## src/rtl/instruction_fetch_unit.sv

```systemverilog
// Instruction fetch front end: owns the program counter, reads a synchronous
// instruction memory and presents each word to the decoder over valid/ready.
//
// state   | meaning
// --------+-----------------------------------------------------------
// BOOT    | first cycle out of reset, memory left idle
// FETCH   | read strobe issued at program_counter
// CAPTURE | memory data lands in the instruction register
// ISSUE   | word offered to decoder; PC steps on acceptance
module instruction_fetch_unit #(
   parameter logic [15:0] RESET_VECTOR = 16'h0000
) (
   input  logic        clock,
   input  logic        reset,
   output logic [15:0] imem_addr,
   output logic        imem_read,
   input  logic [15:0] imem_data,
   output logic [11:0] instruction,
   output logic [3:0]  opcode_class,
   output logic        instruction_valid,
   input  logic        instruction_ready,
   input  logic        program_counter_increment,
   input  logic        jump,
   input  logic [15:0] jump_target,
   output logic [15:0] program_counter
);

   typedef enum logic [1:0] {
      BOOT    = 2'd0,
      FETCH   = 2'd1,
      CAPTURE = 2'd2,
      ISSUE   = 2'd3
   } state_t;

   state_t      state;
   state_t      state_nxt;
   logic [15:0] pc;
   logic [15:0] pc_nxt;
   logic [15:0] instr_reg;

   always_ff @(posedge clock) begin
      if (reset) begin
         state     <= BOOT;
         pc        <= RESET_VECTOR;
         instr_reg <= 16'h0000;
      end else begin
         state <= state_nxt;
         pc    <= pc_nxt;
         if (state == CAPTURE) begin
            instr_reg <= imem_data;
         end
      end
   end

   always_comb begin
      state_nxt         = state;
      pc_nxt            = pc;
      imem_read         = 1'b0;
      instruction_valid = 1'b0;
      case (state)
         BOOT: begin
            state_nxt = FETCH;
         end
         FETCH: begin
            imem_read = 1'b1;
            state_nxt = CAPTURE;
         end
         CAPTURE: begin
            state_nxt = ISSUE;
         end
         ISSUE: begin
            instruction_valid = 1'b1;
            if (instruction_ready) begin
               state_nxt = FETCH;
               // jump wins over increment; neither means refetch the same word
               if (jump) begin
                  pc_nxt = jump_target;
               end else if (program_counter_increment) begin
                  pc_nxt = pc + 16'd1;
               end
            end
         end
         default: begin
            state_nxt = BOOT;
         end
      endcase
   end

   assign imem_addr       = pc;
   assign program_counter = pc;
   assign instruction     = instr_reg[11:0];
   assign opcode_class    = instr_reg[15:12];

endmodule

```

## config.mk

```make
export PLATFORM = sky130hd
export DESIGN_NAME = instruction_fetch_unit
export DESIGN_NICKNAME = d
export VERILOG_FILES = /design/src/rtl/instruction_fetch_unit.sv
export SDC_FILE = /design/constraint.sdc
export NUM_CORES = 1
export LEC_CHECK = 0
export CELL_PAD_IN_SITES_DETAIL_PLACEMENT = 0
export CELL_PAD_IN_SITES_GLOBAL_PLACEMENT = 1
export CORE_MARGIN = 1
export CORE_UTILIZATION = 26
export CTS_CLUSTER_SIZE = 20
export DETAILED_ROUTE_END_ITERATION = 10
export PLACE_DENSITY = 0.74
export SLEW_MARGIN = 40
export SYNTH_ARGS = -nofsm -noshare
export SYNTH_HDL_FRONTEND = slang
export SYNTH_SLANG_ARGS = --single-unit
```

## constraint.sdc

```tcl
create_clock -name clock -period 1.5 [get_ports clock]
set_input_delay 0.225 -clock clock [delete_from_list [all_inputs] [get_ports clock]]
set_output_delay 0.225 -clock clock [all_outputs]
set_load 0.005 [all_outputs]
```

# Word-level counts from Yosys, hierarchy flattened
# Index checks and enable logic that the tools add are counted.
# word_totals
regBits	34
latch_bits	0
ram_bits	0
rom_bits	0
inputBits	37
out_inout_bits	50
word_cells	17
memories	0
# op_classes
n_addsub	1
multipliers	0
div	0
order_cmp	0
eq_ne	4
shift	0
mux	6
bitwise	0
reduce_logical	3
# op_table
operator	count
$mux W16	2
$add A16 B1 Y16 const B	1
$pmux W2 S4	1
$eq A2 B2 Y1 const B	2
$reduce_and A3 Y1	1
$eq A2 B1 Y1 const B	1
$logic_not A2 Y1	1
$mux W1	2
$mux W2	1
$ne A2 B2 Y1 const B	1
$reduce_bool A2 Y1	1

# Longest topological paths before layout
# Gate-level depths: netlist of run 1.
# depth
ltp_word	3
ltp_mapped	6
mapped_depth_nobuf	5

# Least setup slack after synthesis of run 1
# No wires, ideal clock.
# synth_path
path_type	register -> register
start	reg pc[0], in the netlist imem_addr[0]
end	reg pc[14], in the netlist imem_addr[14]
arrival_ns	1.391
t_required_ns	1.366
path_slack_ns	-0.025
stages_incl_launch_ff	6
n_path_buf	0
period_less_slack_ns	1.525
path_cell_list	dfxtp_1 -> ha_1 -> nand4_2 -> nor4_2 -> mux2i_1 -> o22ai_1
# synth_via
elab_chain_cells	3
# synth_rtl
item	line_no	rtl
start: declaration	37	logic [15:0] pc;
start signal: assignment	48	pc <= pc_nxt;
$add A16 B1 Y16	79	pc_nxt = pc + 16'd1;
$mux W16	78	end else if (program_counter_increment) begin
$mux W16	76	if (jump) begin
# No other way between the ends. The select of a mux whose other input is x is not followed.
# A chain may end at the register's enable or synchronous reset.

# Worst setup path after layout of run 1
# layout_path
start	reg pc[7], in the netlist imem_addr[7]
end	reg pc[13], in the netlist imem_addr[13]
# The elaborated chain is that of the path after synthesis.

==> qor.yml, run 1 <==
status: "completed"
die_h_um: 87.0
vias: 1957
overflow: 0
cts.clk_slew.worst_paths_ps: 80
pre_cts_ws_ps: -220
fin_worst_skew_ps: 8.22
final_cells: 415
grt_max_degree: 29
syn-num-nets: 259
slew_viol_final: 0
gp_congestion: 0.847
cap_violations: 0
drtAntennaViolNets: 0
hold_end: "instr_reg[8]"
start_util_pct: 27.3
worst-r2r-cell-count: 4
finalCritPeriodShare_pct: 98.2
nNetsFinal: 360
netlist-cell-type-count: 44
synth_edf_count: 0
cp_max_fo: 7
finish.instance_area_mm2: 0.00327
syn_inst: 217
synthTopCellsByArea: "dfxtp_1, mux2i_1, buf_4, nor2_1, ha_1"
post-route-util_pct: 47.6
crit_buf_inv: 0
dp.cells: 402
yosysWarnings: 0
r2r-end: "imem_addr[13]"
syn_area_per_cell_um2: 8.65
rows: 30
ys_seq_elements: 34
netlist_area_mm2: 0.00188
fmax_mhz: 679
grt_pass1_vias: 1818
dpl_cell_area_mm2: 0.00296
grt_use_total_pct: 14.7
cts_tree: "done"
start_kind: "flip-flop"
io_buffers: 86
irDropWorstVdd_mv: 0.404
first_pass_iters: 4
drc: 0
antenna_cells: 0
synth-main-ff-cell: "dfxtp_1"
clk_latency_ps: 280
dieArea_mm2: 0.00757
grt_pass1_wl_um: 8630
fin_ws_ps: 27.5
viasPerCell: 4.72
yosys.area.top_type: "dfxtp_1"
critPathRequiredTime_ps: 1660
drt_iter0_markers: 71
critPathKind: "flip-flop to flip-flop"
reg2reg_slack_ps: 30
crit_chain: "nand4_2 -> nor4_2 -> mux2i_1 -> a31oi_1"
htreeDepth: 2
slew_headroom_pct: 78.3
cp_top_family: "simple AND/OR/NAND/NOR gates"
worstPathArrival_ps: 1630
cellLeakagePower_uw: 0.00155
cts_root_buf: "clkbuf_8"
timing.rr.start: "imem_addr[7]"
tightestPinTransition_ps: 322
avgRoutedWirePerCell_um: 13.6
cts-buffers-inserted: 5
cp_slowest_stage_delay_ps: 420
synthTopCellsByCount: "dfxtp_1, nor2_1, mux2i_1"
wirelength_um: 5630
yosysMostFrequentCell: "dfxtp_1"
clk_path_buf_depth: 2
slowest_stage: "nor4_2"
hold_violations: 0
yosysSeqAreaShare_pct: 36.2
setup_viol: 0
ctsHoldBuffers: 0
area_growth_pct: 74.2
power.density_mw_per_mm2: 815
whs_path_depth: 2
power_uw: 2670
crit_path_end_kind: "flip-flop"
period_needed_ps: 1470
ios: 87
yosysTopAreaCellShare_pct: 36.2
hp-class: "flip-flop to flip-flop"
core_area_mm2: 0.00687
antenna_found_initial: 0
holdCritStartpoint: "instr_reg[8]"
async_flop_share_pct: 0
dpl.hpwl_um: 4070
drive_above_1_share_pct: 24.1
die_w_um: 87.0
clock_sinks: 34
-- metrics by stage --
stage	hold WS, ps	setup TNS, ps
after global placement	473	-2150
after global routing	529	-45.4
after floorplan	372	0
final	495	0
after CTS	506	0
after detailed placement	485	-2270
-- worst register-to-register path: stages, from the launching register on --
cell     delay [ps]
dfxtp_2         350
nand4_2         240
nor4_2          420
mux2i_1         240
a31oi_1          90
-- cells by family (layout without fill, tap and decap cells) --
| kind of cell | after synthesis | after routing | synth area share (%) |
|---|---|---|---|
| multiplexers | 21 | 21 | 11.2 |
| flip-flops | 34 | 34 | 36.2 |
| adder cells (fa/ha/maj) | 5 | 5 | 3.33 |
| AO/OA/AOI/OAI | 43 | 43 | 15.5 |
| AND/OR/NAND/NOR | 80 | 80 | 23.3 |
| buffers and inverters | 34 | 136 | 10.5 |
-- power by group --
part | internal (uW) | switching [uW] | total [uW]
registers | 970 | 44.5 | 1010
clock network | 666 | 366 | 1030
logic | 381 | 240 | 621
total | 2020 | 650 | 2670
-- routing by layer --
layer	vias to the layer above	wire length [um]	part of all wire, %	global-route usage (%)
li1	983	-	-	-
met1	908	2490	44	18.1
met2	60	2680	48	23.8
met3	6	380	6.8	4.83
met4	0	79	1.4	5.30
met5	-	0	0	0
-- cell usage in the layout, fill, tap and decap left out, types with 3 or more instances in the layout --
master	count
clkbuf_8	5
nand3_1	10
nand4_1	3
nor3_1	4
buf_4	28
clkdlybuf4s50_1	61
a22oi_1	4
buf_12	3
a211oi_1	4
buf_6	6
o22ai_1	5
ha_1	3
mux2i_1	21
dfxtp_2	15
inv_1	5
nor4_1	4
dfxtp_1	16
o21ai_0	5
dfxtp_4	3
a31oi_1	4
nor2_1	27
nand2_1	13
dlymetal6s2s_1	18
dlygate4sd2_1	6
a21oi_1	9
-- what timing repair did --
item | 4_1_cts | 5_1_grt
buffers inserted | 4 | 1
endpoints found under the setup margin | 20 | 39
pin swaps | 1 | 0
gates resized for setup | 24 | 35
-- worst max path at each step --
stage | startpoint | endpoint | cells after the start | slack [ps]
2_1_floorplan | imem_addr[1] | imem_addr[14] | 5 | 0.8
3_3_place_gp | jump | imem_addr[8] | 6 | -260
3_5_place_dp | jump | imem_addr[8] | 6 | -220
4_1_cts | state[1] | imem_addr[1] | 6 | 0.2
5_1_grt | state[1] | imem_addr[13] | 7 | -50
6_report | imem_addr[7] | imem_addr[13] | 4 | 30
-- area by class of cell --
class | instances | area [um2]
tap | 96 | 120
fill | 663 | 3600
inverter | 5 | 18.8
timing repair buffer | 123 | 1240
clock inverter | 3 | 68.8
sequential | 34 | 711
multi-input combinational | 149 | 1050
clock buffer | 5 | 68.8
Power figures use the tool's default switching activity.
==> run 2: changes to the inputs <==
- SETUP_SLACK_MARGIN: default -> 0.4
- SKIP_LAST_GASP: default -> 1
==> qor.yml, run 2 (synthesis gave the netlist of run 1 again) <==
overflow: 0
crit_chain: "buf_12 -> ha_4 -> nand4_4 -> nor4_4 -> mux2i_1 -> o22ai_1"
ios: 87
pre_cts_ws_ps: -213
power.density_mw_per_mm2: 681
grt_use_total_pct: 16.1
crit_path_end_kind: "flip-flop"
grt_pass1_wl_um: 9420
whs_path_depth: 2
start_util_pct: 27.3
hp-class: "flip-flop to flip-flop"
area_growth_pct: 101
hold_violations: 0
tightestPinTransition_ps: 446
worst-r2r-cell-count: 6
dpl.hpwl_um: 3980
core_area_mm2: 0.00687
cts_root_buf: "clkbuf_8"
cts_tree: "done"
rsz0062_at_grt: "true"
cap_violations: 0
nNetsFinal: 402
slew_viol_final: 0
dieArea_mm2: 0.00757
status: "completed"
critPathRequiredTime_ps: 1680
drc: 0
cp_slowest_stage_delay_ps: 360
cts-buffers-inserted: 5
critPathKind: "flip-flop to flip-flop"
cp_max_fo: 4
slew_headroom_pct: 70.2
irDropWorstVdd_mv: 0.320
post-route-util_pct: 55.1
period_needed_ps: 1420
fmax_mhz: 706
die_w_um: 87.0
clk_path_buf_depth: 2
vias: 2152
nFillCells: 618
viasPerCell: 4.71
clk_latency_ps: 290
ff_latch_area_um2: 751
clock_sinks: 34
start_kind: "flip-flop"
antenna_found_initial: 0
drive_above_1_share_pct: 49.6
cellLeakagePower_uw: 0.00159
antenna_cells: 0
drtAntennaViolNets: 0
setup_viol: 0
worstPathArrival_ps: 1590
die_h_um: 87.0
gp_congestion: 0.793
htreeDepth: 2
first_pass_iters: 5
final_common_cell: "buf_6"
fin_ws_ps: 82.6
grt_pass1_vias: 1935
grt_max_degree: 18
cts.clk_slew.worst_paths_ps: 80
rows: 30
avgRoutedWirePerCell_um: 13.9
fin_worst_skew_ps: 5.15
finalCritPeriodShare_pct: 94.5
io_buffers: 86
slowest_stage: "dfxtp_4"
wirelength_um: 6360
multi_input_area_mm2: 0.00123
drt_iter0_markers: 88
final_cell_mix: "buf_6, buf_4, clkdlybuf4s50_1, nor2_1, mux2i_1"
## run 2: changes by cell type in the layout (fill, tap and decap cells not counted), sizes merged, moves of 7 or more
cell	before	now
clkbuf	5	12
dlymetal6s2s	18	0
clkdlybuf4s50	61	32
buf	37	104
clkdlybuf4s15	1	17
## run 2: per-layer routing
metal	part of all wire (%)	vias up	track usage, %
li1	-	1078	-
met1	47	1001	21.5
met2	47	69	26.1
met3	5.5	4	3.70
met4	1.0	0	4.09
met5	0	-	0
## run 2: through the flow
step	cell area [um2]	power [uW]	TNS, ps	cells	hold WS [ps]
2_1_floorplan	2030	1340	0	217	372
3_3_place_gp	2960	1620	-2800	393	472
3_5_place_dp	2960	1630	-3100	393	480
4_1_cts	3470	2510	0	438	487
5_1_grt	3780	2720	-6.50	457	508
6_report	3780	2580	0	457	486
## run 2: what timing repair did
action | CTS | global route
buffers inserted | 35 | 18
setup endpoints to repair | 82 | 79
gates resized for setup | 188 | 71
hold buffers | 0 | 0
cloned | 2 | 1
pin swaps | 8 | 23
## run 2: area by class of cell
| class | count | share of cell area (%) |
|---|---|---|
| inverter | 5 | 0.629 |
| clock buffer | 6 | 2.48 |
| multi-input combinational | 151 | 32.5 |
| tap | 96 | 3.18 |
| sequential | 34 | 19.8 |
| timing repair buffer | 163 | 41.0 |
| clock inverter | 2 | 0.364 |
## run 2: worst max-delay path, delay by kind of cell, from the launching register on
| family | cells | cell delay, ps |
|---|---|---|
| adder cells (fa/ha/maj) | 1 | 150 |
| AO/OA/AOI/OAI | 1 | 90 |
| multiplexers | 1 | 220 |
| flip-flops | 1 | 360 |
| AND/OR/NAND/NOR | 2 | 370 |
| buffers and inverters | 1 | 110 |
## run 2: power by group
group / switching [uW] / internal (uW)
sequential: 51.4 / 965
combinational: 301 / 464
clock: 365 / 428
total: 718 / 1860
## run 2: path summary, 6_finish.rpt
check,start,end,slack [ps]
max,imem_addr[0],imem_addr[14],80
min,instr_reg[10],instr_reg[10],490
max reg2reg,imem_addr[0],imem_addr[14],80
min reg2reg,instr_reg[10],instr_reg[10],490
==> run 3: changes to the inputs <==
- CORE_MARGIN: 1 -> 8
- GPL_TIMING_DRIVEN: default -> 0
==> qor.yml, run 3 (synthesis gave the netlist of run 1 again) <==
final_cell_mix: "buf_6, clkdlybuf4s50_1, buf_4, nor2_1, mux2i_1"
wirelength_um: 7810
core_area_mm2: 0.00714
drc: 0
nNetsFinal: 422
fin_worst_skew_ps: 4.40
overflow: 0
cp_slowest_stage_delay_ps: 360
clock_sinks: 34
antenna_cells: 0
rows: 31
start_kind: "flip-flop"
slowest_stage: "dfxtp_4"
crit_chain: "buf_6 -> nand4_1 -> buf_4 -> nor4_4 -> mux2i_1 -> a31oi_1"
die_w_um: 101
finalCritPeriodShare_pct: 98.6
crit_end: "imem_addr[13]"
power_frac_comb_pct: 34.7
cp_max_fo: 6
ctsHoldBuffers: 0
cts_root_buf: "clkbuf_8"
cts.clk_slew.worst_paths_ps: 80
pre_cts_ws_ps: -467
ios: 87
gp_congestion: 0.762
cp_top_family: "simple AND/OR/NAND/NOR gates"
cts_tree: "done"
crit_path_end_kind: "flip-flop"
cap_violations: 0
dpl.hpwl_um: 4770
worst-r2r-cell-count: 6
fmax_mhz: 676
setup_tns_ps: 0
die_h_um: 101
avgRoutedWirePerCell_um: 16.3
cellLeakagePower_uw: 0.00179
grt_pass1_wl_um: 11700
swShare_pct: 28.6
worst-path-stages: 6
clk_latency_ps: 300
antenna_found_initial: 0
area_growth_pct: 126
drive_above_1_share_pct: 58.3
critPathKind: "flip-flop to flip-flop"
first_pass_iters: 4
nFillCells: 624
r2r-end: "imem_addr[13]"
status: "completed"
viasPerCell: 4.81
internal-power_uw: 1980
ff_latch_area_um2: 759
worstPathArrival_ps: 1660
slew_headroom_pct: 61.6
critPathRequiredTime_ps: 1680
switchingPower_uw: 793
period_needed_ps: 1480
multi_input_area_mm2: 0.00132
io_buffers: 85
final_common_cell: "buf_6"
grt_pass1_vias: 2274
hold_violations: 0
power_frac_clock_pct: 29.1
clk_path_buf_depth: 2
crit_start: "imem_addr[10]"
start_util_pct: 26.3
vias: 2309
hp-class: "input port to flip-flop"
dieArea_mm2: 0.0102
setup_viol: 0
timing.rr.start: "imem_addr[10]"
rsz0062_at_grt: "true"
crit_buf_inv: 2
finish.instance_area_mm2: 0.00425
slew_viol_final: 0
dpl_cell_area_mm2: 0.00300
cts-buffers-inserted: 5
drtAntennaViolNets: 0
tightestPinTransition_ps: 576
drt_iter0_markers: 93
seqPwrFrac_pct: 36.2
power.density_mw_per_mm2: 652
fin_ws_ps: 21.6
grt_use_total_pct: 14.6
htreeDepth: 2
reg2reg_slack_ps: 20
irDropWorstVdd_mv: 0.314
grt_max_degree: 13
run 3: changes by cell type in the layout (fill, tap and decap cells not counted), sizes merged:
cell	change
inv	-1
clkbuf	+9
clkinvlp	+1
dlygate4sd2	-1
buf	+20
clkdlybuf4s15	-7
o211a	-1
run 3: metrics by stage:
step	power (uW)	util [%]	hold slack, ps	cells
3_5_place_dp	1650	42.0	480	401
2_1_floorplan	1340	-	372	217
3_3_place_gp	1650	42.0	471	401
4_1_cts	2680	54.8	333	462
6_report	2770	59.5	330	480
5_1_grt	2910	59.5	351	480
run 3: worst min path at each step:
| stage | from | end | slack, ps | depth (start not counted) |
|---|---|---|---|---|
| 3_5_place_dp | instr_reg[9] | instr_reg[9] | 480 | 2 |
| 4_1_cts | jump | imem_addr[0] | 330 | 3 |
| 5_1_grt | jump | imem_addr[0] | 350 | 3 |
| 2_1_floorplan | imem_data[10] | instr_reg[10] | 370 | 2 |
| 3_3_place_gp | instr_reg[9] | instr_reg[9] | 470 | 2 |
| 6_report | jump | imem_addr[0] | 330 | 3 |
run 3: what timing repair did:
item,4_1_cts,5_1_grt
resized for setup,260,79
cloned,4,0
setup buffers,49,18
setup endpoints to repair,84,77
pin swaps,15,23
run 3: area by class of cell:
cell class	instances	share of cell area, %
Buffer	29	6.89
Clock buffer	6	2.21
Clock inverter	2	0.353
Inverter	5	0.501
Multi-Input combinational cell	150	31.2
Sequential cell	34	17.9
Tap cell	99	2.92
Timing Repair Buffer	155	38.1
run 3: power by group through the flow:
stage	Combinational, uW	Clock [uW]	Sequential (uW)
after global placement	592	0	1050
after floorplan	290	0	1050
after global routing	1020	872	1010
after CTS	853	831	1000
after detailed placement	595	0	1060
final	963	806	1000
run 3: routing by layer:
layer  part of all wire (%)  vias to the layer above  GRT usage, %  wire length, um
met1                     41                     1091          17.5             3210
met4                    1.3                        0          4.47               99
met2                     49                       95          24.2             3830
met3                    8.6                       10          4.63              670
met5                      0                        -             0                0
li1                       -                     1113             -                -
run 3: worst register-to-register path: stages, from the launching register on:
cell and delay (ps):
dfxtp_4 360, buf_6 120, nand4_1 120, buf_4 170, nor4_4 260, mux2i_1 230
a31oi_1 100
